--- src/rtl/wb_periph_arbiter_if.sv ---
// -----------------------------------------------------------------------------
// wb_periph_arbiter_if
// One pipelined Wishbone link. The master modport is the side that issues
// cycles; the slave modport is the side that answers them. The arbiter takes
// two links as a slave (one per master) and one link as a master (to the
// peripheral register slave).
// -----------------------------------------------------------------------------
interface wb_periph_arbiter_if #(
   parameter int ADDR_W = 32,
   parameter int DATA_W = 32
);
   localparam int SEL_W = DATA_W / 8;

   logic              cyc;
   logic              stb;
   logic              we;
   logic [ADDR_W-1:0] addr;
   logic [DATA_W-1:0] wdata;
   logic [SEL_W-1:0]  sel;
   logic              stall;
   logic              ack;
   logic              err;
   logic [DATA_W-1:0] rdata;

   modport master (
      output cyc, stb, we, addr, wdata, sel,
      input  stall, ack, err, rdata
   );

   modport slave (
      input  cyc, stb, we, addr, wdata, sel,
      output stall, ack, err, rdata
   );
endinterface

--- src/rtl/wb_periph_arbiter.sv ---
// -----------------------------------------------------------------------------
// wb_periph_arbiter
// Two-master pipelined Wishbone arbiter in front of the peripheral register
// slave. Master 0 is the CPU data port, master 1 the audio sample streamer.
// Ownership is granted round-robin from IDLE and held until the owner drops
// cyc. Accepted-but-unacked transfers are counted so that acks are only
// forwarded while something is outstanding and the owner is throttled at
// MAX_OUTST. A transfer that stays unacked for TIMEOUT_CYC cycles is aborted
// with a one-cycle error pulse to the owner.
// -----------------------------------------------------------------------------
module wb_periph_arbiter #(
   parameter int ADDR_W      = 32,
   parameter int DATA_W      = 32,
   parameter int MAX_OUTST   = 4,
   parameter int TIMEOUT_CYC = 255
) (
   input  logic                clk,
   input  logic                reset_n,
   wb_periph_arbiter_if.slave  m0,
   wb_periph_arbiter_if.slave  m1,
   wb_periph_arbiter_if.master s
);
   localparam int          SEL_W = DATA_W / 8;
   localparam logic [3:0]  MAX_C = 4'(MAX_OUTST);
   localparam logic [15:0] TMO_C = 16'(TIMEOUT_CYC);

   typedef enum logic [1:0] {
      ST_IDLE = 2'd0,
      ST_OWN0 = 2'd1,
      ST_OWN1 = 2'd2,
      ST_ERR  = 2'd3
   } state_t;

   // last_r doubles as the owner index: it is written on every grant, so
   // while in OWN0/OWN1/ERR it names the master holding the bus.
   state_t      state_r;
   logic        last_r;
   logic [3:0]  outst_r;
   logic [15:0] tmo_r;

   logic              own_s;
   logic              own_cyc_s;
   logic              own_stb_s;
   logic              own_we_s;
   logic [ADDR_W-1:0] own_addr_s;
   logic [DATA_W-1:0] own_wdata_s;
   logic [SEL_W-1:0]  own_sel_s;
   logic              room_s;
   logic              s_stb_s;
   logic              accept_s;
   logic              ack_ok_s;
   logic              tmo_run_s;
   logic              tmo_hit_s;
   logic [3:0]        outst_nxt_s;

   // Owner request mux plus the accept / ack / timeout bookkeeping terms
   always_comb begin
      own_s = (state_r == ST_OWN0) || (state_r == ST_OWN1);
      if (last_r) begin
         own_cyc_s   = m1.cyc;
         own_stb_s   = m1.stb;
         own_we_s    = m1.we;
         own_addr_s  = m1.addr;
         own_wdata_s = m1.wdata;
         own_sel_s   = m1.sel;
      end else begin
         own_cyc_s   = m0.cyc;
         own_stb_s   = m0.stb;
         own_we_s    = m0.we;
         own_addr_s  = m0.addr;
         own_wdata_s = m0.wdata;
         own_sel_s   = m0.sel;
      end
      room_s      = (outst_r < MAX_C);
      s_stb_s     = own_s & own_stb_s & room_s;
      accept_s    = s_stb_s & ~s.stall;
      // An ack with nothing outstanding is stray and must not underflow.
      ack_ok_s    = own_s & s.ack & (outst_r != 4'd0);
      tmo_run_s   = own_s & (outst_r != 4'd0) & ~s.ack;
      tmo_hit_s   = tmo_run_s & ((tmo_r + 16'd1) == TMO_C);
      outst_nxt_s = outst_r + 4'(accept_s) - 4'(ack_ok_s);
   end

   // Ownership FSM with outstanding-transfer counter and ack timeout
   always_ff @(posedge clk or negedge reset_n) begin
      if (!reset_n) begin
         state_r <= ST_IDLE;
         last_r  <= 1'b1;
         outst_r <= 4'd0;
         tmo_r   <= 16'd0;
      end else begin
         case (state_r)
            ST_IDLE: begin
               outst_r <= 4'd0;
               tmo_r   <= 16'd0;
               if (m0.cyc && m1.cyc) begin
                  // Tie: hand the bus to whoever did not have it last.
                  if (last_r) begin
                     state_r <= ST_OWN0;
                     last_r  <= 1'b0;
                  end else begin
                     state_r <= ST_OWN1;
                     last_r  <= 1'b1;
                  end
               end else if (m0.cyc) begin
                  state_r <= ST_OWN0;
                  last_r  <= 1'b0;
               end else if (m1.cyc) begin
                  state_r <= ST_OWN1;
                  last_r  <= 1'b1;
               end else begin
                  state_r <= ST_IDLE;
               end
            end
            ST_OWN0, ST_OWN1: begin
               if (!own_cyc_s) begin
                  // Owner released; anything still in flight is forgotten.
                  state_r <= ST_IDLE;
                  outst_r <= 4'd0;
                  tmo_r   <= 16'd0;
               end else if (tmo_hit_s) begin
                  state_r <= ST_ERR;
                  outst_r <= 4'd0;
                  tmo_r   <= 16'd0;
               end else begin
                  outst_r <= outst_nxt_s;
                  tmo_r   <= tmo_run_s ? (tmo_r + 16'd1) : 16'd0;
               end
            end
            ST_ERR: begin
               state_r <= ST_IDLE;
               outst_r <= 4'd0;
               tmo_r   <= 16'd0;
            end
            default: begin
               state_r <= ST_IDLE;
               outst_r <= 4'd0;
               tmo_r   <= 16'd0;
            end
         endcase
      end
   end

   // Slave-side request: only driven while a master owns the bus
   assign s.cyc   = own_s;
   assign s.stb   = s_stb_s;
   assign s.we    = own_s & own_we_s;
   assign s.addr  = own_s ? own_addr_s  : {ADDR_W{1'b0}};
   assign s.wdata = own_s ? own_wdata_s : {DATA_W{1'b0}};
   assign s.sel   = own_s ? own_sel_s   : {SEL_W{1'b0}};

   // Master-side responses: non-owners are stalled and see no ack or error
   assign m0.stall = ~((state_r == ST_OWN0) & ~s.stall & room_s);
   assign m1.stall = ~((state_r == ST_OWN1) & ~s.stall & room_s);
   assign m0.ack   = (state_r == ST_OWN0) & ack_ok_s;
   assign m1.ack   = (state_r == ST_OWN1) & ack_ok_s;
   assign m0.err   = (state_r == ST_ERR) & ~last_r;
   assign m1.err   = (state_r == ST_ERR) &  last_r;
   assign m0.rdata = s.rdata;
   assign m1.rdata = s.rdata;

endmodule

--- src/flat_wrapper.sv ---
// flat-port wrapper written by rule: the top's interface ports become plain ports
module wb_periph_arbiter_flat 
#(
   parameter int ADDR_W      = 32,
   parameter int DATA_W      = 32,
   parameter int MAX_OUTST   = 4,
   parameter int TIMEOUT_CYC = 255
)
  (clk, reset_n, m0_cyc, m0_stb, m0_we, m0_addr, m0_wdata, m0_sel, m0_stall, m0_ack, m0_err, m0_rdata, m1_cyc, m1_stb, m1_we, m1_addr, m1_wdata, m1_sel, m1_stall, m1_ack, m1_err, m1_rdata, s_cyc, s_stb, s_we, s_addr, s_wdata, s_sel, s_stall, s_ack, s_err, s_rdata);
  wb_periph_arbiter_if #(.ADDR_W(ADDR_W), .DATA_W(DATA_W)) m0_i ();
  wb_periph_arbiter_if #(.ADDR_W(ADDR_W), .DATA_W(DATA_W)) m1_i ();
  wb_periph_arbiter_if #(.ADDR_W(ADDR_W), .DATA_W(DATA_W)) s_i ();
  input  logic clk;
  input  logic reset_n;
  input wire logic [$bits(m0_i.cyc)-1:0] m0_cyc;
  input wire logic [$bits(m0_i.stb)-1:0] m0_stb;
  input wire logic [$bits(m0_i.we)-1:0] m0_we;
  input wire logic [$bits(m0_i.addr)-1:0] m0_addr;
  input wire logic [$bits(m0_i.wdata)-1:0] m0_wdata;
  input wire logic [$bits(m0_i.sel)-1:0] m0_sel;
  output wire logic [$bits(m0_i.stall)-1:0] m0_stall;
  output wire logic [$bits(m0_i.ack)-1:0] m0_ack;
  output wire logic [$bits(m0_i.err)-1:0] m0_err;
  output wire logic [$bits(m0_i.rdata)-1:0] m0_rdata;
  input wire logic [$bits(m1_i.cyc)-1:0] m1_cyc;
  input wire logic [$bits(m1_i.stb)-1:0] m1_stb;
  input wire logic [$bits(m1_i.we)-1:0] m1_we;
  input wire logic [$bits(m1_i.addr)-1:0] m1_addr;
  input wire logic [$bits(m1_i.wdata)-1:0] m1_wdata;
  input wire logic [$bits(m1_i.sel)-1:0] m1_sel;
  output wire logic [$bits(m1_i.stall)-1:0] m1_stall;
  output wire logic [$bits(m1_i.ack)-1:0] m1_ack;
  output wire logic [$bits(m1_i.err)-1:0] m1_err;
  output wire logic [$bits(m1_i.rdata)-1:0] m1_rdata;
  output wire logic [$bits(s_i.cyc)-1:0] s_cyc;
  output wire logic [$bits(s_i.stb)-1:0] s_stb;
  output wire logic [$bits(s_i.we)-1:0] s_we;
  output wire logic [$bits(s_i.addr)-1:0] s_addr;
  output wire logic [$bits(s_i.wdata)-1:0] s_wdata;
  output wire logic [$bits(s_i.sel)-1:0] s_sel;
  input wire logic [$bits(s_i.stall)-1:0] s_stall;
  input wire logic [$bits(s_i.ack)-1:0] s_ack;
  input wire logic [$bits(s_i.err)-1:0] s_err;
  input wire logic [$bits(s_i.rdata)-1:0] s_rdata;
  assign m0_i.cyc = m0_cyc;
  assign m0_i.stb = m0_stb;
  assign m0_i.we = m0_we;
  assign m0_i.addr = m0_addr;
  assign m0_i.wdata = m0_wdata;
  assign m0_i.sel = m0_sel;
  assign m0_stall = m0_i.stall;
  assign m0_ack = m0_i.ack;
  assign m0_err = m0_i.err;
  assign m0_rdata = m0_i.rdata;
  assign m1_i.cyc = m1_cyc;
  assign m1_i.stb = m1_stb;
  assign m1_i.we = m1_we;
  assign m1_i.addr = m1_addr;
  assign m1_i.wdata = m1_wdata;
  assign m1_i.sel = m1_sel;
  assign m1_stall = m1_i.stall;
  assign m1_ack = m1_i.ack;
  assign m1_err = m1_i.err;
  assign m1_rdata = m1_i.rdata;
  assign s_cyc = s_i.cyc;
  assign s_stb = s_i.stb;
  assign s_we = s_i.we;
  assign s_addr = s_i.addr;
  assign s_wdata = s_i.wdata;
  assign s_sel = s_i.sel;
  assign s_i.stall = s_stall;
  assign s_i.ack = s_ack;
  assign s_i.err = s_err;
  assign s_i.rdata = s_rdata;
  wb_periph_arbiter #(.ADDR_W(ADDR_W), .DATA_W(DATA_W), .MAX_OUTST(MAX_OUTST), .TIMEOUT_CYC(TIMEOUT_CYC)) u_core (.clk(clk), .reset_n(reset_n), .m0(m0_i), .m1(m1_i), .s(s_i));
endmodule
--- config.mk ---
export PLATFORM = sky130hd
export DESIGN_NAME = wb_periph_arbiter_flat
export DESIGN_NICKNAME = d
export VERILOG_FILES = /design/src/rtl/wb_periph_arbiter_if.sv /design/src/rtl/wb_periph_arbiter.sv /design/src/flat_wrapper.sv
export SDC_FILE = /design/constraint.sdc
export NUM_CORES = 1
export LEC_CHECK = 0
export ABC_AREA = 0
export BUFFER_PORTS_ARGS = -buffer_cell sky130_fd_sc_hd__buf_4
export CAP_MARGIN = 20
export CORE_AREA = 5 5 121 123
export CTS_CLUSTER_DIAMETER = 150
export DETAILED_ROUTE_END_ITERATION = 6
export DIE_AREA = 0 0 126 128
export SKIP_LAST_GASP = 1
export SLEW_MARGIN = 10
export SYNTH_ARGS = -nofsm -noshare
export SYNTH_HDL_FRONTEND = slang
export SYNTH_SLANG_ARGS = --single-unit
--- constraint.sdc ---
create_clock -name clk -period 3.5 [get_ports clk]
set_input_delay 0.525 -clock clk [delete_from_list [all_inputs] [get_ports clk]]
set_output_delay 0.525 -clock clk [all_outputs]
set_load 0.1 [all_outputs]
==> summary.txt <==
Setup path
  – Crit Path Max Fanout: between 50 and 60
  – R2R cell count: 7
  – Crit Path Class: flop to output pin
  – Slowest CP cell: ha_1
  – Crit-path cells: inv_1, ha_1, buf_4, nor2b_2, buf_4
  – R2R Path End: u_core.tmo_r[3]
  – R2R setup slack: 0.80 ns
  – Worst Path Buf+Inv: 3
  – Crit start category: flop
  – Crit. path cell count: 5
  – Worst reg2reg path startpoint: u_core.state_r[1]
  – CP top delay family: buffers and inverters
  – Slowest stage delay, CP: 0.59 ns
  – Crit end category: output pin
  – Endpoint arrival time on the critical path: 2.39 ns
  – Req. time, crit path: 2.97 ns
  – Top cell by count, worst path: buf_4

STA
  – Setup TNS: 0 ns
  – RSZ-0062 raised after global routing: no
  – FMAX: 343 MHz
  – Max-slew violations: 0
  – Slew @ Worst Pin: 0.853 ns
  – Final setup skew: 0.00373 ns
  – Period utilization: 83.3%
  – Final setup fails: 0
  – Tmin final: 2.92 ns
  – Slew headroom: 42.7%
  – Final hold violation count: 0

Placed design
  – Gpl congestion: 0.807
  – IO buf count: 222
  – Post-DP HPWL: around 9.4 mm
  – Dpl cell area: 4790 sq um

Clock network
  – TritonCTS clock tree: done
  – Post-CTS Resized: 0
  – Htree depth: 1
  – Total setup buffers inserted after CTS: 0
  – CTS sink cnt: 23
  – Num CTS Buffers: 3
  – Clock transition at the registers of the reported paths: 0.06 ns
  – Max Root-Sink Buffers: 2
  – Clock latency on the worst-skew pair: roughly 0.25 ns
  – CTS Root Cell: clkbuf_16
  – # hold bufs at CTS: 0

Cells and area
  – Fill cells: 1,371
  – Layout area overhead: 50.2%
  – Ratio of cells with drive above 1 in the final layout: about three fifths
  – Final Core Density: 36.0%
  – Fin nets: 727
  – Ant diodes: 0
  – Final Cell Area: 4870 sq um

Logic synthesis
  – Ys async rst share: 100%
  – Yosys warns: 0
  – Main synth FF type: dfrtp_1
  – Mean post-synth cell area: around 8.3 sq um
  – Seq cells post-synth: 23
  – Register area share after synthesis: 17.8%
  – Yosys cell types: 43
  – Gate Count Post-Synth: 390
  – Synthesized cell area: 3250 sq um
  – Post-synth EDFFs: 0
  – Post-Syn Nets: 581

Floorplanning
  – Height of the die: 128 microns
  – Die X: 126 microns
  – Die area: 16,100 sq um
  – CORE AREA: between 10,000 and 15,000 sq um
  – Initial Util: 23.9%
  – I/O Pins: 320
  – Total number of placement rows: 43

Route
  – First-pass DRT Iterations: 4
  – Drt drc: 0
  – Routed WL: 10.9 mm
  – WL/cell: ~15 microns
  – Via count: between 3,000 and 4,000
  – Via-per-instance ratio: ~4.3
  – Post-DRT Antenna Nets: 0
  – Initial DRC Count: between 70 and 80

Global routing
  – Overall Global Routing Usage: 12.5%
  – Antenna violations before repair: 0
  – Largest net degree at the start of global routing: between 50 and 60
  – Met2 Use GR: between 20% and 30%
  – First-pass GRT wire length: 16.7 mm
  – GR Util met3: ~4.8%
  – Remaining Overflow, GRT: 0
  – Vias in the first global route: 3,260
  – Gr busiest metal: met2
  – Grt met1 use: between 10% and 20%

Flow run
  – Max cap viols: 0

Hold path
  – Hold crit path type: primary input to asynchronous set/reset pin

Status
  – Status: finished, final reports clean
state kept, by name (all words and copies together), names as in the netlist:
| register | cells |
|---|---|
| u_core.state_r | 2 |
| u_core.outst_r | 4 |
| u_core.tmo_r | 16 |
| u_core.last_r | 1 |
area by class of cell:
type                    count  area [sq um]  area share, %
repair buffers            225          1700           34.9
clock inverters             1          5.00          0.103
clock buffers               3          75.1           1.54
flip-flops and latches     23           581           11.9
multi-input cells         266          2220           45.6
inverters                  17          63.8           1.31
well taps                 180           225           4.62
cells by family after synthesis:
group / after synthesis / synth area share, %
flip-flops: 23 / 17.8
multiplexers: 73 / 22.9
adder cells (fa/ha/maj): 12 / 4.86
AND/OR/NAND/NOR: 139 / 24.7
buffers and inverters: 101 / 19.1
AO/OA/AOI/OAI: 24 / 5.82
XOR/XNOR: 18 / 4.86
synthesized netlist by cell type, types with 2 or more instances:
cell type | n | area share [%]
xnor2_1 | 8 | 2.2
ha_1 | 11 | 4.2
o21ai_0 | 5 | 0.77
a21oi_1 | 5 | 0.77
and4_1 | 2 | 0.54
nand2_1 | 14 | 1.6
nand4_1 | 4 | 0.77
nor3_1 | 9 | 1.4
mux2_4 | 2 | 0.93
nor4_2 | 2 | 0.77
nor2b_1 | 70 | 13
and2_1 | 3 | 0.58
and3_1 | 5 | 0.96
nor3_2 | 2 | 0.62
xor2_1 | 10 | 2.7
nor2_1 | 18 | 2.1
buf_1 | 4 | 0.46
clkbuf_1 | 15 | 1.7
nor3b_1 | 2 | 0.46
mux2i_1 | 70 | 22
nand3_1 | 6 | 0.93
a211oi_1 | 2 | 0.46
inv_1 | 17 | 2.0
buf_4 | 64 | 15
dfrtp_1 | 22 | 17
cell usage in the layout (no fill, tap or decap), types with 2 or more instances in the layout:
cell type  instances
clkbuf_16          3
a21oi_1            5
o21ai_0            5
nand2_1           14
a211oi_1           2
nand4_1            4
nor3_2             2
buf_4            224
xnor2_1            8
mux2_4             2
dfrtp_1           22
and4_1             2
nand3_1            6
ha_1              11
xor2_1            10
inv_1             17
and2_1             3
nor4_2             2
nor3b_1            2
nor3_1             9
and3_1             5
mux2i_1           70
nor2b_2           69
nor2_1            17
per-stage QoR:
stage / hold WS, ns / worst slack, ns / std cells
final: 0.152 / 0.583 / 715
after CTS: 0.166 / 0.571 / 715
after global placement: 0.441 / 0.876 / 711
after floorplan: 0.229 / 0.220 / 390
after detailed placement: 0.441 / 0.804 / 711
after global routing: 0.180 / 0.388 / 715
how the worst max path moves through the flow:
stage,start,endpoint
after global routing,u_core.state_r[0],s_wdata[14]
final,u_core.state_r[1],s_addr[0]
after CTS,u_core.state_r[1],s_we
after floorplan,u_core.state_r[0],s_stb
after global placement,u_core.state_r[0],u_core.state_r[1]
after detailed placement,u_core.state_r[0],u_core.tmo_r[3]
routing by layer:
metal / vias to the layer above / routed length, microns
met5: - / 0
met4: 0 / 19
met3: 2 / 878
met2: 124 / 5800
met1: 1418 / 4160
li1: 1530 / -
Power is not shown: default switching activity piles up to over one toggle a cycle in this logic, so the estimate is an artifact.
